**config.mk**
```make
export PLATFORM = sky130hd
export DESIGN_NAME = seg7_io_display_flat
export DESIGN_NICKNAME = d
export VERILOG_FILES = /design/src/rtl/seg7_io_display_if.sv /design/src/rtl/seg7_io_display.sv /design/src/flat_wrapper.sv
export SDC_FILE = /design/constraint.sdc
export NUM_CORES = 1
export LEC_CHECK = 0
export BUFFER_PORTS_ARGS = -buffer_cell sky130_fd_sc_hd__buf_2
export CAP_MARGIN = 0
export CORE_ASPECT_RATIO = 1.25
export CORE_MARGIN = 4
export CORE_UTILIZATION = 54
export CTS_CLUSTER_SIZE = 14
export DETAILED_ROUTE_END_ITERATION = 8
export PLACE_DENSITY = 0.79
export SETUP_SLACK_MARGIN = 0.02
export SYNTH_ARGS = -nofsm -noshare
export SYNTH_HDL_FRONTEND = slang
export SYNTH_SLANG_ARGS = --single-unit
```
**constraint.sdc**
```tcl
create_clock -name clock -period 3.3 [get_ports clock]
set_input_delay 0.33 -clock clock [delete_from_list [all_inputs] [get_ports clock]]
set_output_delay 0.33 -clock clock [all_outputs]
set_load 0.01 [all_outputs]
```
**src/rtl/seg7_io_display_if.sv**
```systemverilog
// CPU IO write bus into the seven-segment display peripheral.
// Carries io_we/io_sel/io_wdata; master = CPU side, slave = peripheral.
interface seg7_io_display_if;
    logic        io_we;
    logic        io_sel;
    logic [23:0] io_wdata;

    modport master (
        output io_we,
        output io_sel,
        output io_wdata
    );

    modport slave (
        input io_we,
        input io_sel,
        input io_wdata
    );
endinterface

```
**src/rtl/seg7_io_display.sv**
```systemverilog
// Eight-digit multiplexed seven-segment display on the 24-bit IO write bus.
// Ports: clock, reset (async active-low), io (IO write bus, slave),
//        seg_n {dp,g..a} and an_n (active-low), pending, frame_sync.
module seg7_io_display #(
    parameter int SCAN_DIV  = 50000,
    parameter int BLANK_CYC = 64
) (
    input  logic                clock,
    input  logic                reset,
    seg7_io_display_if.slave    io,
    output logic [7:0]          seg_n,
    output logic [7:0]          an_n,
    output logic                pending,
    output logic                frame_sync
);

    localparam int PW = (SCAN_DIV > 2) ? $clog2(SCAN_DIV) : 1;
    localparam logic [PW-1:0] TICK_V  = PW'(SCAN_DIV - 1);
    localparam logic [PW-1:0] BLANK_V = PW'(BLANK_CYC);

    logic [PW-1:0] presc;
    logic [2:0]    idx;
    logic          tick;
    logic          commit;

    logic [23:0]   sh_data;
    logic [23:0]   sh_ctrl;
    logic [23:0]   act_data;
    logic [23:0]   act_ctrl;

    logic [3:0]    nib;
    logic          lz_blank;
    logic          dp_on;
    logic [7:0]    seg_nx;
    logic [7:0]    an_nx;

    // Reserved control bits are kept in the register but drive nothing.
    logic          unused_rsvd;
    assign unused_rsvd = ^act_ctrl[23:18];

    assign tick       = (presc == TICK_V);
    assign commit     = tick && (idx == 3'd7);
    assign frame_sync = commit;

    function automatic logic [6:0] hex7(input logic [3:0] n);
        logic [6:0] s;
        unique case (n)
            4'h0: s = 7'b1000000;
            4'h1: s = 7'b1111001;
            4'h2: s = 7'b0100100;
            4'h3: s = 7'b0110000;
            4'h4: s = 7'b0011001;
            4'h5: s = 7'b0010010;
            4'h6: s = 7'b0000010;
            4'h7: s = 7'b1111000;
            4'h8: s = 7'b0000000;
            4'h9: s = 7'b0010000;
            4'hA: s = 7'b0001000;
            4'hB: s = 7'b0000011;
            4'hC: s = 7'b1000110;
            4'hD: s = 7'b0100001;
            4'hE: s = 7'b0000110;
            4'hF: s = 7'b0001110;
        endcase
        return s;
    endfunction

    always_ff @(posedge clock or negedge reset) begin
        if (!reset) begin
            presc <= '0;
            idx   <= 3'd0;
        end else if (tick) begin
            presc <= '0;
            idx   <= idx + 3'd1;
        end else begin
            presc <= presc + 1'b1;
        end
    end

    always_ff @(posedge clock or negedge reset) begin
        if (!reset) begin
            sh_data <= 24'd0;
            sh_ctrl <= 24'd0;
        end else if (io.io_we) begin
            if (io.io_sel) sh_ctrl <= io.io_wdata;
            else           sh_data <= io.io_wdata;
        end
    end

    // Commit samples the shadow as it stood before this edge, so a write
    // landing on the commit edge waits for the next frame.
    always_ff @(posedge clock or negedge reset) begin
        if (!reset) begin
            act_data <= 24'd0;
            act_ctrl <= 24'd0;
        end else if (commit) begin
            act_data <= sh_data;
            act_ctrl <= sh_ctrl;
        end
    end

    always_ff @(posedge clock or negedge reset) begin
        if (!reset)         pending <= 1'b0;
        else if (io.io_we)  pending <= 1'b1;
        else if (commit)    pending <= 1'b0;
    end

    always_comb begin
        nib = 4'h0;
        unique case (idx)
            3'd0: nib = act_data[3:0];
            3'd1: nib = act_data[7:4];
            3'd2: nib = act_data[11:8];
            3'd3: nib = act_data[15:12];
            3'd4: nib = act_data[19:16];
            3'd5: nib = act_data[23:20];
            3'd6: nib = act_ctrl[3:0];
            3'd7: nib = act_ctrl[7:4];
        endcase
    end

    // Digit k (1..5) is blank when it and every higher data digit are zero.
    always_comb begin
        lz_blank = 1'b0;
        if (act_ctrl[9] && idx >= 3'd1 && idx <= 3'd5) begin
            lz_blank = ((act_data >> {idx, 2'b00}) == 24'd0);
        end
    end

    always_comb begin
        dp_on  = act_ctrl[5'd10 + {2'b00, idx}];
        an_nx  = 8'hFF;
        seg_nx = 8'hFF;
        if (act_ctrl[8] && presc >= BLANK_V) begin
            an_nx  = ~(8'b1 << idx);
            seg_nx = {~dp_on, lz_blank ? 7'h7F : hex7(nib)};
        end
    end

    always_ff @(posedge clock or negedge reset) begin
        if (!reset) begin
            seg_n <= 8'hFF;
            an_n  <= 8'hFF;
        end else begin
            seg_n <= seg_nx;
            an_n  <= an_nx;
        end
    end

endmodule
```
**src/flat_wrapper.sv**
```systemverilog
// flat-port wrapper written by rule: the top's interface ports become plain ports
module seg7_io_display_flat 
#(
    parameter int SCAN_DIV  = 50000,
    parameter int BLANK_CYC = 64
)
  (clock, reset, seg_n, an_n, pending, frame_sync, io_io_we, io_io_sel, io_io_wdata);
  seg7_io_display_if io_i ();
  input  logic clock;
  input  logic reset;
  output logic [7:0] seg_n;
  output logic [7:0] an_n;
  output logic pending;
  output logic frame_sync;
  input wire logic [$bits(io_i.io_we)-1:0] io_io_we;
  input wire logic [$bits(io_i.io_sel)-1:0] io_io_sel;
  input wire logic [$bits(io_i.io_wdata)-1:0] io_io_wdata;
  assign io_i.io_we = io_io_we;
  assign io_i.io_sel = io_io_sel;
  assign io_i.io_wdata = io_io_wdata;
  seg7_io_display #(.SCAN_DIV(SCAN_DIV), .BLANK_CYC(BLANK_CYC)) u_core (.clock(clock), .reset(reset), .io(io_i), .seg_n(seg_n), .an_n(an_n), .pending(pending), .frame_sync(frame_sync));
endmodule
```
==> Word-level counts from Yosys, hierarchy flattened <==
Memories as Yosys holds them, arrays and structs flattened.
Cells that the tools add are included.
{ "word_totals": {"memories": 1, "word_cells": 49, "out_inout_bits": 18, "input_bits": 28, "rom_bits": 112, "register_bits": 132} }
{ "memory_table": {"columns": ["name", "words", "width", "rd", "rd_ports_with_merged_regs", "write_ports", "line", "text"], "rows": [
  ["(name not given)", 16, 7, 1, 0, 0, "seg7_io_display.sv:47", "unique case (n)"]
]} }
{ "op_classes": {"shifts": 2, "order_cmp": 4, "bitwise": 3, "n_reduce_logical": 9, "mux": 10, "n_addsub": 3, "n_eq_ne": 8} }
{ "op_table": {"columns": ["operator", "n"], "rows": [
  ["$pmux 4 s8", 1],
  ["$logic_not 24->1", 1],
  ["$shr 24x5->24", 1],
  ["$add 16x1->16 const B", 1],
  ["$eq 16x16->1 const B", 1],
  ["$ge 16x7->1 const B", 1],
  ["$mux 16", 1],
  ["$mux 8", 2],
  ["$eq 3x3->1 const B", 4],
  ["$not 8->8", 1],
  ["$shl 1x3->8 const A", 1],
  ["$mux 7", 1],
  ["$eq 3x2->1 const B", 2],
  ["$lt 5x6->1 const B", 1],
  ["$add 4x3->5 const A", 1],
  ["$bmux 1 s5", 1],
  ["$logic_and 1x1->1", 4],
  ["$mux 1", 4],
  ["$reduce_and 2->1", 2],
  ["$add 3x1->3 const B", 1],
  ["$eq 3x1->1 const B", 1],
  ["$ge 3x1->1 const B", 1],
  ["$le 3x3->1 const B", 1],
  ["$logic_not 3->1", 1],
  ["other kinds (2)", 3]
]} }

==> Longest topological paths before layout <==
{ "logic_depth": {"word_depth": 6, "depth_mapped": 12} }

==> Worst setup path after synthesis <==
Ideal clock, no wire load.
{ "synth_path": {"path_kind": "reg2reg", "startpoint": "register u_core.idx[1]", "endpoint": "register u_core.seg_n[3]", "path_stages_with_launch": 13, "setup_time_ns": 0.085, "setup_slack_ns": 0.224, "path_buffers": 2, "arrival_ns": 2.991, "synth_period_minus_slack_ns": 3.076, "required_time_ns": 3.215, "path_cell_list": "dfrtp_1 > clkbuf_1 > inv_1 > ha_1 > buf_2 > or4_4 > or2_4 > mux2i_1 > inv_1 > ha_1 > mux2_4 > mux2i_1 > nand2_1"} }
{ "synth_between": {"elab_chain_cells": 6, "word_cells_on_any_way": 19} }
{ "synth_lines": {"columns": ["item", "line", "text"], "rows": [
  ["from (decl)", "seg7_io_display.sv:22", "logic [2:0] idx;"],
  ["from (signal assigned)", "seg7_io_display.sv:74", "idx <= idx + 3'd1;"],
  ["parallel branches: the longest is 4 deep, another holds $mem_v2 16x7", null, null],
  ["$mux 7 (*)", "seg7_io_display.sv:136", "seg_nx = {~dp_on, lz_blank ? 7'h7F : hex7(nib)};"],
  ["$mux 8 (*)", "seg7_io_display.sv:134", "if (act_ctrl[8] && presc >= BLANK_V) begin"],
  ["named net u_core.seg_nx[3]", "seg7_io_display.sv:34", "logic [7:0] seg_nx;"],
  ["to (signal assigned)", "seg7_io_display.sv:145", "seg_n <= seg_nx;"],
  ["to (decl)", "seg7_io_display.sv:11", "output logic [7:0] seg_n,"]
]} }
Mark *: on every way through the listed nets, which the timed path passes.
A chain may end at the register's enable or synchronous reset.

==> Worst setup path after layout <==
{ "layout_path": {"startpoint": "register u_core.idx[1]", "endpoint": "register u_core.seg_n[1]"} }
The elaborated chain is that of the path after synthesis.

==> key figures <==
Layout
  • Final #Nets: 530
  • Register area: 3320 um2
  • Antenna cells: 0
  • Area growth from synthesis to layout: 17.8%
  • Share of cells above drive strength 1: 0.440
  • Area taken by multi-input logic gates: 2360 um2
  • Fill count: 750
  • Post-Layout Inst Area: 6870 um2

Yosys
  • Count of cell types in the netlist: 52
  • Post-synth top cells: 116 x dfrtp_1, 100 x mux2_2, 25 x nand2_1
  • Synth area leaders: dfrtp_1 50%, mux2_2 19%, dfstp_2 7.2%
  • Main synth FF type: dfrtp_1
  • Synth warn: 0
  • Synthesized Nets: 472
  • Post-synthesis register bit count: 132
  • Cell taking the most area after synthesis: dfrtp_1
  • Register area share after synthesis: 0.570
  • Synth Instances: 427
  • Top-area cell type share of the netlist area: 0.498
  • Average size of a mapped cell: 13.6 um2
  • EDFF count, synth: 0
  • Async S/R FF share, synth: 1.00
  • Most common cell in the netlist: dfrtp_1
  • Cell Area, Synth: 5830 um2

Timing
  • F_max: 0.327 GHz
  • Post-Route Skew: 0.00844 ns
  • Hold Vio Cnt, Final: 0
  • Actual slew at the worst max-slew pin: 1.17 ns
  • Final slew viol count: 0
  • Final setup violation count: 0
  • Relative slew slack: 0.217
  • Setup TNS Final: 0 ns
  • RSZ-0062 raised after global routing: false
  • Fin crit period: 3.06 ns
  • Final Worst Setup Slack: 0.240 ns
  • Fin crit share: 0.927

Worst setup path
  • Reg-to-reg endpoint: u_core.seg_n[1]
  • Req. time, crit path: 3.64 ns
  • Max Fanout on Critical Path: 10
  • Crit. End Element: register
  • CP delay by family, top: compound AO/OA/AOI/OAI gates
  • Worst Path Arrival: 3.40 ns
  • CP endpoint: u_core.seg_n[1]
  • CP peak stage delay: 0.58 ns
  • Levels on crit path: 11
  • R2R depth: 11
  • Reg2reg start: u_core.idx[1]
  • CP Launch Type: register
  • Crit path launch: u_core.idx[1]
  • Crit-path cells: inv_1 > ha_1 > and2_0 > a222oi_1 > nand3_1 > mux2_4 > inv_1 > ha_1 > o21a_1 > a21oi_1 > o21ai_1
  • Critical path class: reg -> reg
  • Reg2Reg Setup Slack: 0.24 ns
  • Critical path buffers and inverters: 2
  • Highest-delay cell along the critical path: dfrtp_1

Clock tree
  • Postcts setup bufs: 0
  • Root Buffer: clkbuf_16
  • CTS Buffer Depth: 2
  • CTS buffer count: 17
  • Post-CTS Resized: 0
  • Skew-Pair Late Insertion Delay: 0.42 ns
  • CTS clk-pin slew, worst paths: 0.06 ns
  • Max H-tree Level: 4
  • Hold buffers post-CTS: 1
  • CTS tree: done
  • Clock sinks: 132

Run status
  • Status: complete, no violations

Drt
  • Routed vias: 3604
  • Met3 wire length: 583 um
  • Max Used Layer: met4
  • Wire length on met1: 4.77 mm
  • Met2 Wirelength: 6.01 mm
  • Routed Antenna Nets: 0
  • TritonRoute pass-1 iters: 4
  • Detailed-route DRC error count: 0
  • Post-Route WL: 11.6 mm
  • First-iteration detailed-routing DRC count: 197
  • WL/cell: 18.5 um
  • Drt via density: 5.72

Power
  • Max rail drop VDD: 0.323 mV
  • Power share of the combinational group: 0.043
  • Lkg Pwr: 0.00315 uW
  • Switching fraction of total power: 0.219
  • Pint: 2990 uW
  • Net Sw Power: 839 uW
  • Clock power frac: 0.499
  • Pwr dens: 558 nW/um2
  • Flop pwr share: 0.458

Floorplanning
  • # IOs: 46
  • Row count: 42
  • Core footprint: 10600 um2
  • Die height: 124 um
  • Initial Utilization: 0.552
  • Die width: 101 um
  • Die area: 12500 um2

Placement
  • DP HPWL: 7.83 mm
  • Post-placement cell area: 6250 um2
  • GP Congestion: 0.919
  • Pre-CTS setup slack: 0.271 ns
  • IO Port Bufs: 45

GRT
  • Pin count of the biggest net entering global routing: 71
  • Vias in the first global route: 3912
  • Global route overflow: 0
  • First-pass GRT wire length: 19.5 mm
  • Initial antenna violation count: 0
  • Tot GR Track Use: 0.204

Job
  • Maxcap violations: 0

Worst hold path
  • HP Class: in -> reg
## how the worst min path moves through the flow
stage,cells past startpoint,slack (ns),to,from
floorplan,0,0.03,u_core.act_ctrl[0],reset
global placement,1,0.27,u_core.presc[7],reset
detailed placement,1,0.29,u_core.presc[7],reset
CTS,2,0.11,u_core.pending,io_io_we
global route,2,0.12,u_core.pending,io_io_we
finish,2,0.12,u_core.pending,io_io_we
## worst reg2reg max path, delay by kind of cell (launching register included)
family,cells,cell delay [ns]
muxes,1,0.31
AOI/OAI and AO/OA,4,0.84
buffers and inverters,2,0.33
and+or+nand+nor,2,0.38
DFF,1,0.58
adders and majority gates,2,0.55
## sequential cells by signal (all words and copies together) (netlist names)
signal and count:
u_core.presc 16, u_core.seg_n 8, u_core.act_data 24, u_core.act_ctrl 24
u_core.an_n 8, u_core.sh_data 24, u_core.idx 3, u_core.pending 1
u_core.sh_ctrl 24
## per-layer routing
metal  global-route usage  vias to the layer above
met4               0.0765                        0
li1                     -                     1639
met2                0.345                      105
met1                0.241                     1834
met5                    0                        -
met3               0.0689                       26
## cells by family (layout without fill, tap and decap cells)
logic type                 count (synthesis)  count (layout)  share of synthesized area
DFF                                      132             132                      0.570
xor gates and xnor gates                  15              15                     0.0225
and+or+nand+nor                           81              81                     0.0702
muxes                                    113             113                      0.228
adders and majority gates                 17              17                     0.0365
buffers and inverters                     32             103                     0.0249
AOI/OAI and AO/OA                         37              37                     0.0477
## power by group through the flow
stage          combinational, uW  clock (uW)  sequential [uW]
6_report                     163        1910             1760
5_1_grt                      185        2010             1760
4_1_cts                      168        1940             1760
3_5_place_dp                 166           0             1780
3_3_place_gp                 157           0             1780
2_1_floorplan               96.0           0             1760
## metrics by stage
step | power (uW) | std cells | hold WS, ns | utilization
2_1_floorplan | 1860 | 427 | 0.0344 | -
3_3_place_gp | 1940 | 597 | 0.275 | 0.592
3_5_place_dp | 1950 | 597 | 0.285 | 0.592
4_1_cts | 3860 | 630 | 0.109 | 0.650
5_1_grt | 3960 | 630 | 0.120 | 0.650
6_report | 3830 | 630 | 0.116 | 0.650
## cells in the final DEF (no fill, tap or decap), types with 2 or more instances in the layout
cell / synthesis / layout
nor4_1: 7 / 7
nor3_1: 5 / 5
inv_1: 12 / 12
dfrtp_1: 116 / 116
and2_1: 2 / 2
a211oi_1: 2 / 2
mux2_2: 100 / 100
mux2_4: 2 / 2
a222oi_1: 3 / 3
o21ai_0: 8 / 8
dfstp_2: 16 / 16
buf_12: 0 / 2
ha_1: 17 / 17
nand2_1: 25 / 24
xor2_1: 9 / 9
o211ai_1: 2 / 2
clkinv_4: 0 / 5
mux2i_1: 6 / 6
buf_4: 1 / 12
nand3_1: 11 / 11
clkbuf_16: 0 / 17
and3_1: 5 / 5
nor2_1: 14 / 14
o21ai_1: 2 / 2
nand2b_1: 2 / 2
mux4_2: 5 / 5
clkinvlp_4: 0 / 3
a22oi_1: 2 / 2
bufinv_16: 0 / 3
buf_2: 5 / 44
inv_6: 0 / 2
xnor2_1: 6 / 6
a21oi_1: 5 / 5
## final cells by class
| cell class | instances | area share |
|---|---|---|
| Clock buffer | 18 | 0.0625 |
| Clock inverter | 14 | 0.0261 |
| Inverter | 12 | 0.00656 |
| Multi-Input combinational cell | 263 | 0.344 |
| Sequential cell | 132 | 0.484 |
| Tap cell | 132 | 0.0241 |
| Timing Repair Buffer | 59 | 0.0525 |
(Power assumes the default switching activity.)
